==> src/rtl/fifo_n_pkg.sv <==
// Shared helpers for the N-entry method FIFO: wrap-aware pointer increment,
// counter-width derivation and the reset levels of the method guards.
package fifo_n_pkg;

  // Guard levels held while RST is asserted: room to enqueue, nothing to dequeue.
  localparam logic ENQ_RDY_RST = 1'b1;
  localparam logic DEQ_RDY_RST = 1'b0;

  // Width needed to hold an occupancy of 0..depth inclusive.
  function automatic int cnt_width(input int depth);
    return $clog2(depth + 1);
  endfunction

  // Explicit wrap at depth-1 so non-power-of-2 depths work.
  function automatic int unsigned ptr_inc(input int unsigned ptr, input int unsigned depth);
    return (ptr == depth - 1) ? 0 : ptr + 1;
  endfunction

endpackage

==> src/rtl/fifo_n_storage.sv <==
// WIDTH x DEPTH register array: one synchronous write port, one
// asynchronous read port. Contents are deliberately not reset.
module fifo_n_storage #(
  parameter int WIDTH = 384,
  parameter int DEPTH = 4,
  parameter int AW    = 2
) (
  input  logic             CLK,
  input  logic             we,
  input  logic [AW-1:0]    waddr,
  input  logic [WIDTH-1:0] wdata,
  input  logic [AW-1:0]    raddr,
  output logic [WIDTH-1:0] rdata
);

  logic [WIDTH-1:0] mem [DEPTH];

  // Write the addressed entry when the write enable is asserted.
  always_ff @(posedge CLK) begin
    if (we) mem[waddr] <= wdata;
  end

  assign rdata = mem[raddr];

endmodule

==> src/rtl/fifo_n_pipe.sv <==
// N-entry guarded-method FIFO (in_enq / out_deq / out_first with ENA/RDY).
// Circular buffer with head/tail pointers and an occupancy counter.
// Optional macro FIFO_N_PIPELINE_FULL_EN: lets a full FIFO accept an enqueue
// in the same cycle as a dequeue, which creates a combinational
// out_deq__ENA -> in_enq__RDY path.
module fifo_n_pipe
  import fifo_n_pkg::*;
#(
  parameter  int WIDTH = 384,
  parameter  int DEPTH = 4,
  localparam int CW    = cnt_width(DEPTH)
) (
  input  logic             CLK,
  input  logic             RST,
  input  logic             in_enq__ENA,
  input  logic [WIDTH-1:0] in_enq_v,
  output logic             in_enq__RDY,
  input  logic             out_deq__ENA,
  output logic             out_deq__RDY,
  output logic [WIDTH-1:0] out_first,
  output logic             out_first__RDY,
  output logic [CW-1:0]    out_count
);

  localparam int AW = $clog2(DEPTH);

  logic [AW-1:0] head_q;
  logic [AW-1:0] tail_q;
  logic [CW-1:0] count_q;
  logic [CW-1:0] count_d;
  logic          not_full_q;
  logic          not_empty_q;
  logic          enq_fire;
  logic          deq_fire;

  // Guards are registered flags derived from the next count, so RDY
  // outputs carry no path from any ENA in the baseline build.
`ifdef FIFO_N_PIPELINE_FULL_EN
  assign in_enq__RDY = not_full_q || out_deq__ENA;
`else
  assign in_enq__RDY = not_full_q;
`endif
  assign out_deq__RDY   = not_empty_q;
  assign out_first__RDY = not_empty_q;
  assign out_count      = count_q;

  assign enq_fire = in_enq__ENA && in_enq__RDY;
  assign deq_fire = out_deq__ENA && out_deq__RDY;

  // Next occupancy: simultaneous enq and deq leave the count unchanged.
  always_comb begin
    count_d = count_q;
    if (enq_fire && !deq_fire)      count_d = count_q + 1'b1;
    else if (deq_fire && !enq_fire) count_d = count_q - 1'b1;
  end

  // Pointers, counter and guard flags; RST clears them without waiting for CLK.
  always_ff @(posedge CLK or posedge RST) begin
    if (RST) begin
      head_q      <= '0;
      tail_q      <= '0;
      count_q     <= '0;
      not_full_q  <= ENQ_RDY_RST;
      not_empty_q <= DEQ_RDY_RST;
    end else begin
      count_q     <= count_d;
      not_full_q  <= (count_d != CW'(DEPTH));
      not_empty_q <= (count_d != '0);
      if (enq_fire) tail_q <= AW'(ptr_inc(int'(tail_q), DEPTH));
      if (deq_fire) head_q <= AW'(ptr_inc(int'(head_q), DEPTH));
    end
  end

  fifo_n_storage #(
    .WIDTH (WIDTH),
    .DEPTH (DEPTH),
    .AW    (AW)
  ) u_storage (
    .CLK   (CLK),
    .we    (enq_fire),
    .waddr (tail_q),
    .wdata (in_enq_v),
    .raddr (head_q),
    .rdata (out_first)
  );

endmodule

==> config.mk <==
export PLATFORM = sky130hd
export DESIGN_NAME = fifo_n_pipe
export DESIGN_NICKNAME = d
export VERILOG_FILES = /design/src/rtl/fifo_n_pkg.sv /design/src/rtl/fifo_n_storage.sv /design/src/rtl/fifo_n_pipe.sv
export SDC_FILE = /design/constraint.sdc
export NUM_CORES = 1
export LEC_CHECK = 0
export ABC_AREA = 1
export BUFFER_PORTS_ARGS = -buffer_cell sky130_fd_sc_hd__buf_2
export CAP_MARGIN = 10
export CORE_MARGIN = 1.5
export CORE_UTILIZATION = 29
export DETAILED_ROUTE_END_ITERATION = 6
export GPL_TIMING_DRIVEN = 0
export SLEW_MARGIN = 20
export SYNTH_ARGS = -nofsm -noshare
export SYNTH_HDL_FRONTEND = slang
export SYNTH_SLANG_ARGS = --single-unit
export TNS_END_PERCENT = 50
==> constraint.sdc <==
create_clock -name CLK -period 20 [get_ports CLK]
set_input_delay 4 -clock CLK [delete_from_list [all_inputs] [get_ports CLK]]
set_output_delay 4 -clock CLK [all_outputs]
set_load 0.02 [all_outputs]
**Yosys cells after proc, flatten, opt, wreduce, memory -nomap -nowiden**

Memories as Yosys holds them, arrays and structs flattened.
Index checks and enable logic that the tools add are counted.

- Memory bits (writable): 1,536
- Input port bits: 388
- Output and inout port bits: 390
- Memories: 1
- Register bits: 9
- Logic and storage cells: 26

- Add/sub/neg operators: 4
- Reduce and logical (&&, ||, !) cells: 7
- Equality and inequality tests: 3
- Mux-type cells: 6

Memory list:

| name | depth | width | rd ports | clocked after Yosys merged registers in | write ports | line | text |
|---|---|---|---|---|---|---|---|
| u_storage.mem | 4 | 384 | 1 | 0 | 1 | fifo_n_storage.sv:16 | `logic [WIDTH-1:0] mem [DEPTH];` |

Operator list:

| operator | count |
|---|---|
| 2-to-1 mux 3 bit | 2 |
| adder 2 x 1 -> 2 bit (second input constant) | 2 |
| equality test 2 bit (second input constant) | 2 |
| logical AND 1 bit | 4 |
| 2-to-1 mux 2 bit | 2 |
| adder 3 x 1 -> 3 bit (second input constant) | 1 |
| inequality test 3 bit (second input constant) | 1 |
| nonzero test 3 bit | 1 |
| subtractor 3 x 1 -> 3 bit (second input constant) | 1 |
| zero test 1 bit | 2 |
| 2-to-1 mux 1 bit | 2 |

**Longest topological paths before layout**

Gate-level depths: netlist of run 1.

- Word-level depth: 6
- Mapped depth: 10

**Hierarchy**

Synthesis of run 1 repeated with hierarchy kept, for this count alone.

- Cells, all modules: 6,093
- Area total of the unflattened synthesis: 64,704.6 sq um

By module, submodules not included:

| module | cells each | area each (sq um) | instances |
|---|---|---|---|
| fifo_n_storage | 6,024 | 64,141.5 | 1 |
| fifo_n_pipe | 69 | 563.0 | 1 |

**Worst setup path after synthesis of run 1**

Ideal clock, no wire load.

- Path type: input to register
- Start: input in_enq__ENA
- End: memory u_storage.mem[0][0], enable pin
- Buffers on the path: 0
- Stages: 2
- Required time: 18.860 ns
- Setup slack: -1.167 ns
- Arrival time: 20.027 ns
- Library setup time: 1.140 ns
- Cells stage by stage: nand2_1 -> nor2_1

- Longest elaborated chain between the ends: 3

Ends and longest elaborated chain:

| what | line | text |
|---|---|---|
| start: declaration | fifo_n_pipe.sv:15 | `input logic in_enq__ENA,` |
| logical AND 1 bit | fifo_n_pipe.sv:47 | `assign enq_fire = in_enq__ENA && in_enq__RDY;` |
| 2-to-1 mux 1 bit | fifo_n_storage.sv:20 | `if (we) mem[waddr] <= wdata;` |
| 2-to-1 mux 1 bit (not written as such) | fifo_n_storage.sv:20 |  |
| end: declaration | fifo_n_storage.sv:16 |  |

No other way between the ends.

**Worst setup path in the final report of run 1**

- Start: register head_q[1]
- End: output out_first[197]

- Longest elaborated chain between the ends: 1

Ends and longest elaborated chain:

| what | line | text |
|---|---|---|
| start: declaration | fifo_n_pipe.sv:27 | `logic [AW-1:0] head_q;` |
| start signal: assignment | fifo_n_pipe.sv:70 | `if (deq_fire) head_q <= AW'(ptr_inc(int'(head_q), DEPTH));` |
| memory (4 x 384 bit) | - |  |
| end: declaration | fifo_n_pipe.sv:20 | `output logic [WIDTH-1:0] out_first,` |

No other way between the ends.

==> results_dict.tcl, run 1 <==
set metrics [dict create \
    synth_top_area_frac 0.808 \
    cts_made_buffers 165 \
    worst_pin_slew_ps 863 \
    crit_top_cell "buf_2" \
    reg2reg_slack_ps 16510 \
    synth-seq-cells 1545 \
    antenna_found_initial 76 \
    finalSetupViolations 0 \
    drive_above_1_share 0.245 \
    use_met2 0.303 \
    avgSynthCellArea_um2 15.0 \
    clkTransAtPathRegs_ps 60 \
    cp.arrival_ps 3610 \
    yosys_warnings 0 \
    pre_cts_slack_ps 12920 \
    synth.most_common_cell "edfxtp_1" \
    synth_common_cells "1536 x edfxtp_1, 775 x nor2_1, 764 x o21ai_0, 384 x o22ai_1, 148 x clkbuf_1" \
    crit_chain "buf_2, inv_2, buf_4, clkbuf_1, o21ai_0, o22ai_1, buf_2" \
    dieArea_um2 200000 \
    tns_ps 0 \
    critical_path_buf_inv_count 5 \
    rsz0062_at_grt "no" \
    synth-edff-count 1536 \
    grt-ovfl-total 0 \
    ir_worst_vdd_uv 106 \
    use_met3 0.0361 \
    cts.htree.levels 4 \
    via_per_inst 4.82 \
    ys_seq_area_frac 0.812 \
    clock_latency_ps 830 \
    start_util 0.292 \
    cts_tree "yes" \
    drv_slew 0 \
    crit_type "register to output port" \
    netlist-cell-type-count 17 \
    hpwl_mm 128 \
    syn_inst 3795 \
    crit_path_max_fanout 10 \
    ant_nets 0 \
    final_cell_count_no_fill 7640 \
    first_global_vias 35500 \
    core_um2 195000 \
    cts-resized-gates 0 \
    hold_viol 0 \
    setup_slack_ps 12390 \
    hold_path.class "register to register" \
    relSlewSlack 0.424 \
    fin_crit_sh 0.381 \
    grt.total_usage 0.176 \
    grt_pass1_wl_mm 254 \
    nFillCells 18500 \
    crit_slowest_cell "clkbuf_1" \
    cpPeakStageDelay_ps 660 \
    synthesis.area_um2 57100 \
    powerDensity_nw_per_um2 170 \
    finalNetCount 5225 \
    timing.fmax_mhz 131 \
    yosysTopAreaCell "edfxtp_1" \
    post-cts-setup-buffers 0 \
    multi_input_area_um2 9450 \
    place_congestion 0.821 \
    final.setup_skew_ps 28.4 \
    placementRows 162 \
    drc 0 \
    routed_wl_mm 182 \
    first_pass_iters 7 \
    io_pins 778 \
    grt_start_max_net_pins 23 \
    placedCellCount 7287 \
    synth_ff_type "edfxtp_1" \
    crit_path_end_kind "output port" \
    dieWidth_um 447 \
    cts.sinks 1545 \
    met1_usage 0.205 \
    portBuffers 777 \
    clockBufferDepth 3 \
    required_ps 16000 \
    drtIter0Drc 3119 \
    cellLeakagePower_nw 24.6 \
    cts_root_buf "clkbuf_16" \
    status "completed" \
    period_needed_ps 7610 \
    async_reset_ff_frac 0.00583 \
    vias 36800 \
    die_h_um 447 \
    syn_to_final_growth_pct 26.1 \
    yosys-top-cells-area "edfxtp_1 81%, o21ai_0 6.7%, nor2_1 5.1%" \
    seq_area_um2 46400 \
    path_delay_family "buffers and inverters" \
    maxCapViolCount 0 \
    syn-num-nets 4190 \
    ctsHoldBuffers 0 \
    startpoint_type "register" \
    routedWlPerCell_um 23.9 \
    grt.busiest_layer "met2" \
]
[where the power goes]
part / switching (W) / total (W) / internal (W)
clock network: 0.00126 / 0.00302 / 0.00176
registers: 0.000119 / 0.00440 / 0.00428
logic: 0.00349 / 0.00482 / 0.00133
total: 0.00487 / 0.0122 / 0.00737
[cells in the final DEF, fill, tap and decap left out, types with 2 or more instances in the layout]
cell and instances:
clkinv_8 4, clkbuf_16 172, o21ai_1 8, nand3_1 7
buf_16 52, ha_1 7, clkbuf_1 178, o22ai_1 384
clkinv_4 5, nand2_1 29, clkbuf_8 2, nor2_1 771
clkinvlp_4 4, buf_6 18, buf_4 18, inv_6 8
bufinv_16 14, dfrtp_1 8, o21ai_0 764, clkinv_2 23
clkinv_1 38, nor2_4 4, edfxtp_1 1536, buf_12 39
diode_2 52, inv_1 15, inv_2 3, buf_2 850
[cell type report]
| type | instances | area share |
|---|---|---|
| diodes | 52 | 0.00181 |
| clock buffers | 204 | 0.0617 |
| inverters | 18 | 0.000938 |
| repair buffers | 868 | 0.0847 |
| clock inverters | 97 | 0.0127 |
| plain buffers | 257 | 0.0175 |
| well taps | 2624 | 0.0456 |
| multi-input cells | 1975 | 0.131 |
| flip-flops and latches | 1545 | 0.644 |
[tightest hold or removal path: stages, from the launching register on]
cell	delay, ps
dfrtp_1	390
nand3_1	90
nand2_1	90
[final timing paths]
path / startpoint / end / cells past startpoint
max: head_q[1] / out_first[197] / 7
min: out_count[1] / out_count[1] / 2
max reg2reg: in_enq__RDY / u_storage.mem[3][117] / 11
min reg2reg: out_count[1] / out_count[1] / 2
max in group asynchronous: RST / in_enq__RDY / 2
min in group asynchronous: RST / tail_q[1] / 2
[metrics by stage]
stage / area, µm² / power (W) / utilization / hold slack, ps
5_1_grt: 72000 / 0.0128 / 0.369 / 644
2_1_floorplan: 57100 / 0.00741 / - / 558
4_1_cts: 71900 / 0.0124 / 0.368 / 612
6_report: 72000 / 0.0122 / 0.369 / 610
3_5_place_dp: 66500 / 0.00937 / 0.341 / 598
3_3_place_gp: 64300 / 0.00993 / 0.329 / 578
[routing by layer]
layer,up-vias,wire length (µm)
met2,1310,93700
met5,-,138
met4,26,9880
met3,383,10500
li1,16600,-
met1,18500,68100
[sequential cells by signal, summed over array words and instances, names as in the netlist]
register and flops:
u_storage.mem 1536, out_count 3, head_q 2, tail_q 2, in_enq__RDY 1, out_deq__RDY 1
[kinds of logic after synthesis]
group                    after synthesis  synth area share
AO/OA/AOI/OAI                       1156             0.110
XOR/XNOR                               1          0.000153
adder cells (fa/ha/maj)                7           0.00153
buffers and inverters                275            0.0232
flip-flops                          1545             0.812
AND/OR/NAND/NOR                      811            0.0535
Power figures use the tool's default switching activity.
==> run 2: changes to the inputs <==
==> constraint.sdc (replaced) <==
create_clock -name CLK -period 7.3 [get_ports CLK]
set_input_delay 1.46 -clock CLK [delete_from_list [all_inputs] [get_ports CLK]]
set_output_delay 1.46 -clock CLK [all_outputs]
set_load 0.02 [all_outputs]
==> run 2 against run 1 <==
  * Critical path depth did not move
  * Largest power group unchanged
  * Largest cell class unchanged
  * Worst setup slack got worse by 10000 ps
  * Non-clock buffer count down 1
  * Highest routed layer unchanged
==> results_dict.tcl, run 2 (synthesis gave the netlist of run 1 again) <==
set metrics [dict create \
    postLayoutCoreUtil 0.368 \
    antenna_found_initial 87 \
    r2r-end "u_storage.mem[2][166]" \
    first_global_vias 36000 \
    crit_chain "buf_2, inv_2, buf_4, clkbuf_1, o21ai_0, o22ai_1, buf_2" \
    routedWlPerCell_um 23.8 \
    portBuffers 777 \
    final_cell_count_no_fill 7635 \
    clockBufferDepth 3 \
    cpPeakStageDelay_ps 470 \
    hold_viol 0 \
    start_util 0.292 \
    post-cts-setup-buffers 0 \
    p_sw_w 0.0134 \
    cts.sinks 1545 \
    max_flop_register "u_storage.mem" \
    critical_path_buf_inv_count 5 \
    required_ps 5840 \
    largest_reg_flops 1536 \
    drtIter0Drc 3065 \
    ir_worst_vdd_uv 258 \
    crit_slowest_cell "clkbuf_1" \
    vias 36800 \
    pwr-share-clk 0.243 \
    reg2reg_slack_ps 4160 \
    nFillCells 18500 \
    rsz0062_at_grt "no" \
    layout_commonest_cell "edfxtp_1" \
    hpwl_mm 127 \
    grt.total_usage 0.176 \
    finalNetCount 5223 \
    dieWidth_um 447 \
    setup_slack_ps 2340 \
    ctsHoldBuffers 0 \
    routed_wl_mm 182 \
    crit_type "register to output port" \
    r2r-start "tail_q[0]" \
    crit_path_max_fanout 10 \
    grt_pass1_wl_mm 255 \
    cts_tree "yes" \
    placementRows 162 \
    holdWs_ps 610 \
    cts_made_buffers 164 \
    ant_nets 0 \
    swShare 0.403 \
    via_per_inst 4.82 \
    p_int_w 0.0198 \
    relSlewSlack 0.393 \
    cp.depth 7 \
    final.setup_skew_ps 38.6 \
    cts-resized-gates 0 \
    first_pass_iters 7 \
    drive_above_1_share 0.245 \
    grt-ovfl-total 0 \
    drc 0 \
    startpoint "head_q[1]" \
    core_um2 195000 \
    cts_root_buf "clkbuf_16" \
    comb_power_share 0.394 \
    crit_path_end_kind "output port" \
    path_delay_family "buffers and inverters" \
    mostFrequentLayoutCells "1536 x edfxtp_1, 850 x buf_2, 771 x nor2_1" \
    cellLeakagePower_nw 24.5 \
    tns_ps 0 \
    grt_start_max_net_pins 24 \
    endpoint "out_first[181]" \
    place_congestion 0.818 \
    cts.htree.levels 4 \
    clkTransAtPathRegs_ps 60 \
    syn_to_final_growth_pct 25.7 \
    io_pins 778 \
    fin_crit_sh 0.679 \
    powerDensity_nw_per_um2 463 \
    drv_slew 0 \
    dieArea_um2 200000 \
    pre_cts_slack_ps 2940 \
    clock_latency_ps 850 \
    cp.arrival_ps 3500 \
    worst_pin_slew_ps 910 \
    die_h_um 447 \
    ff2ff_path_depth 13 \
    maxCapViolCount 0 \
    timing.fmax_mhz 202 \
    placedCellCount 7286 \
    period_needed_ps 4960 \
    status "completed" \
    crit_top_cell "buf_2" \
    hold_path.class "register to register" \
    startpoint_type "register" \
    power_frac_seq 0.362 \
    finalSetupViolations 0 \
]
run 2: cell count changes in the layout (fill, tap and decap cells not counted), sizes merged:
cell / delta
clkbuf: -13
clkinv: +8
bufinv: -5
inv: +3
clkinvlp: +2
buf: -1
diode: +1
run 2: worst reg2reg max path, cell delays in order, from the launching register on:
cell     delay [ps]
dfrtp_1         400
inv_1           120
ha_1            160
inv_1            60
nor2_4          400
buf_16          230
buf_16          190
buf_16          180
buf_16          170
buf_16          180
buf_16          180
buf_16          160
buf_12          200
buf_16          210
run 2: final cells by class:
type	instances	area, µm²	area share
Antenna cell	53	133	0.00185
Buffer	257	1260	0.0175
Clock buffer	191	4210	0.0586
Clock inverter	105	1000	0.0139
Inverter	18	67.6	0.000941
Multi-Input combinational cell	1975	9460	0.132
Sequential cell	1545	46400	0.646
Tap cell	2624	3280	0.0457
Timing Repair Buffer	867	6010	0.0838
run 2: stage by stage:
stage          total power [W]  instance area (µm²)
5_1_grt                 0.0347                71700
6_report                0.0333                71800
2_1_floorplan           0.0194                57100
3_5_place_dp            0.0255                66400
3_3_place_gp            0.0254                64300
4_1_cts                 0.0337                71600
run 2: metal layers:
| metal | track usage | up-vias | routed length [µm] |
|---|---|---|---|
| met2 | 0.300 | 1370 | 92700 |
| met1 | 0.204 | 18400 | 68600 |
| met3 | 0.0397 | 401 | 11100 |
| met4 | 0.0964 | 36 | 8990 |
| li1 | - | 16600 | - |
| met5 | 0 | - | 247 |
run 2: how the worst min path moves through the flow:
stage,from,endpoint,slack [ps],cells past startpoint
global placement,head_q[1],head_q[1],580,3
finish,head_q[1],head_q[1],610,3
CTS,RST,out_count[1],540,2
floorplan,head_q[1],head_q[1],560,3
global route,RST,out_count[1],600,2
detailed placement,head_q[1],head_q[1],590,3
run 2: power groups by stage:
stage	combinational [W]	sequential (W)	clock [W]
after detailed placement	0.0133	0.0122	0
final	0.0131	0.0120	0.00810
after global placement	0.0124	0.0130	0
after floorplan	0.00686	0.0126	0
after CTS	0.0134	0.0120	0.00827
after global routing	0.0140	0.0122	0.00859
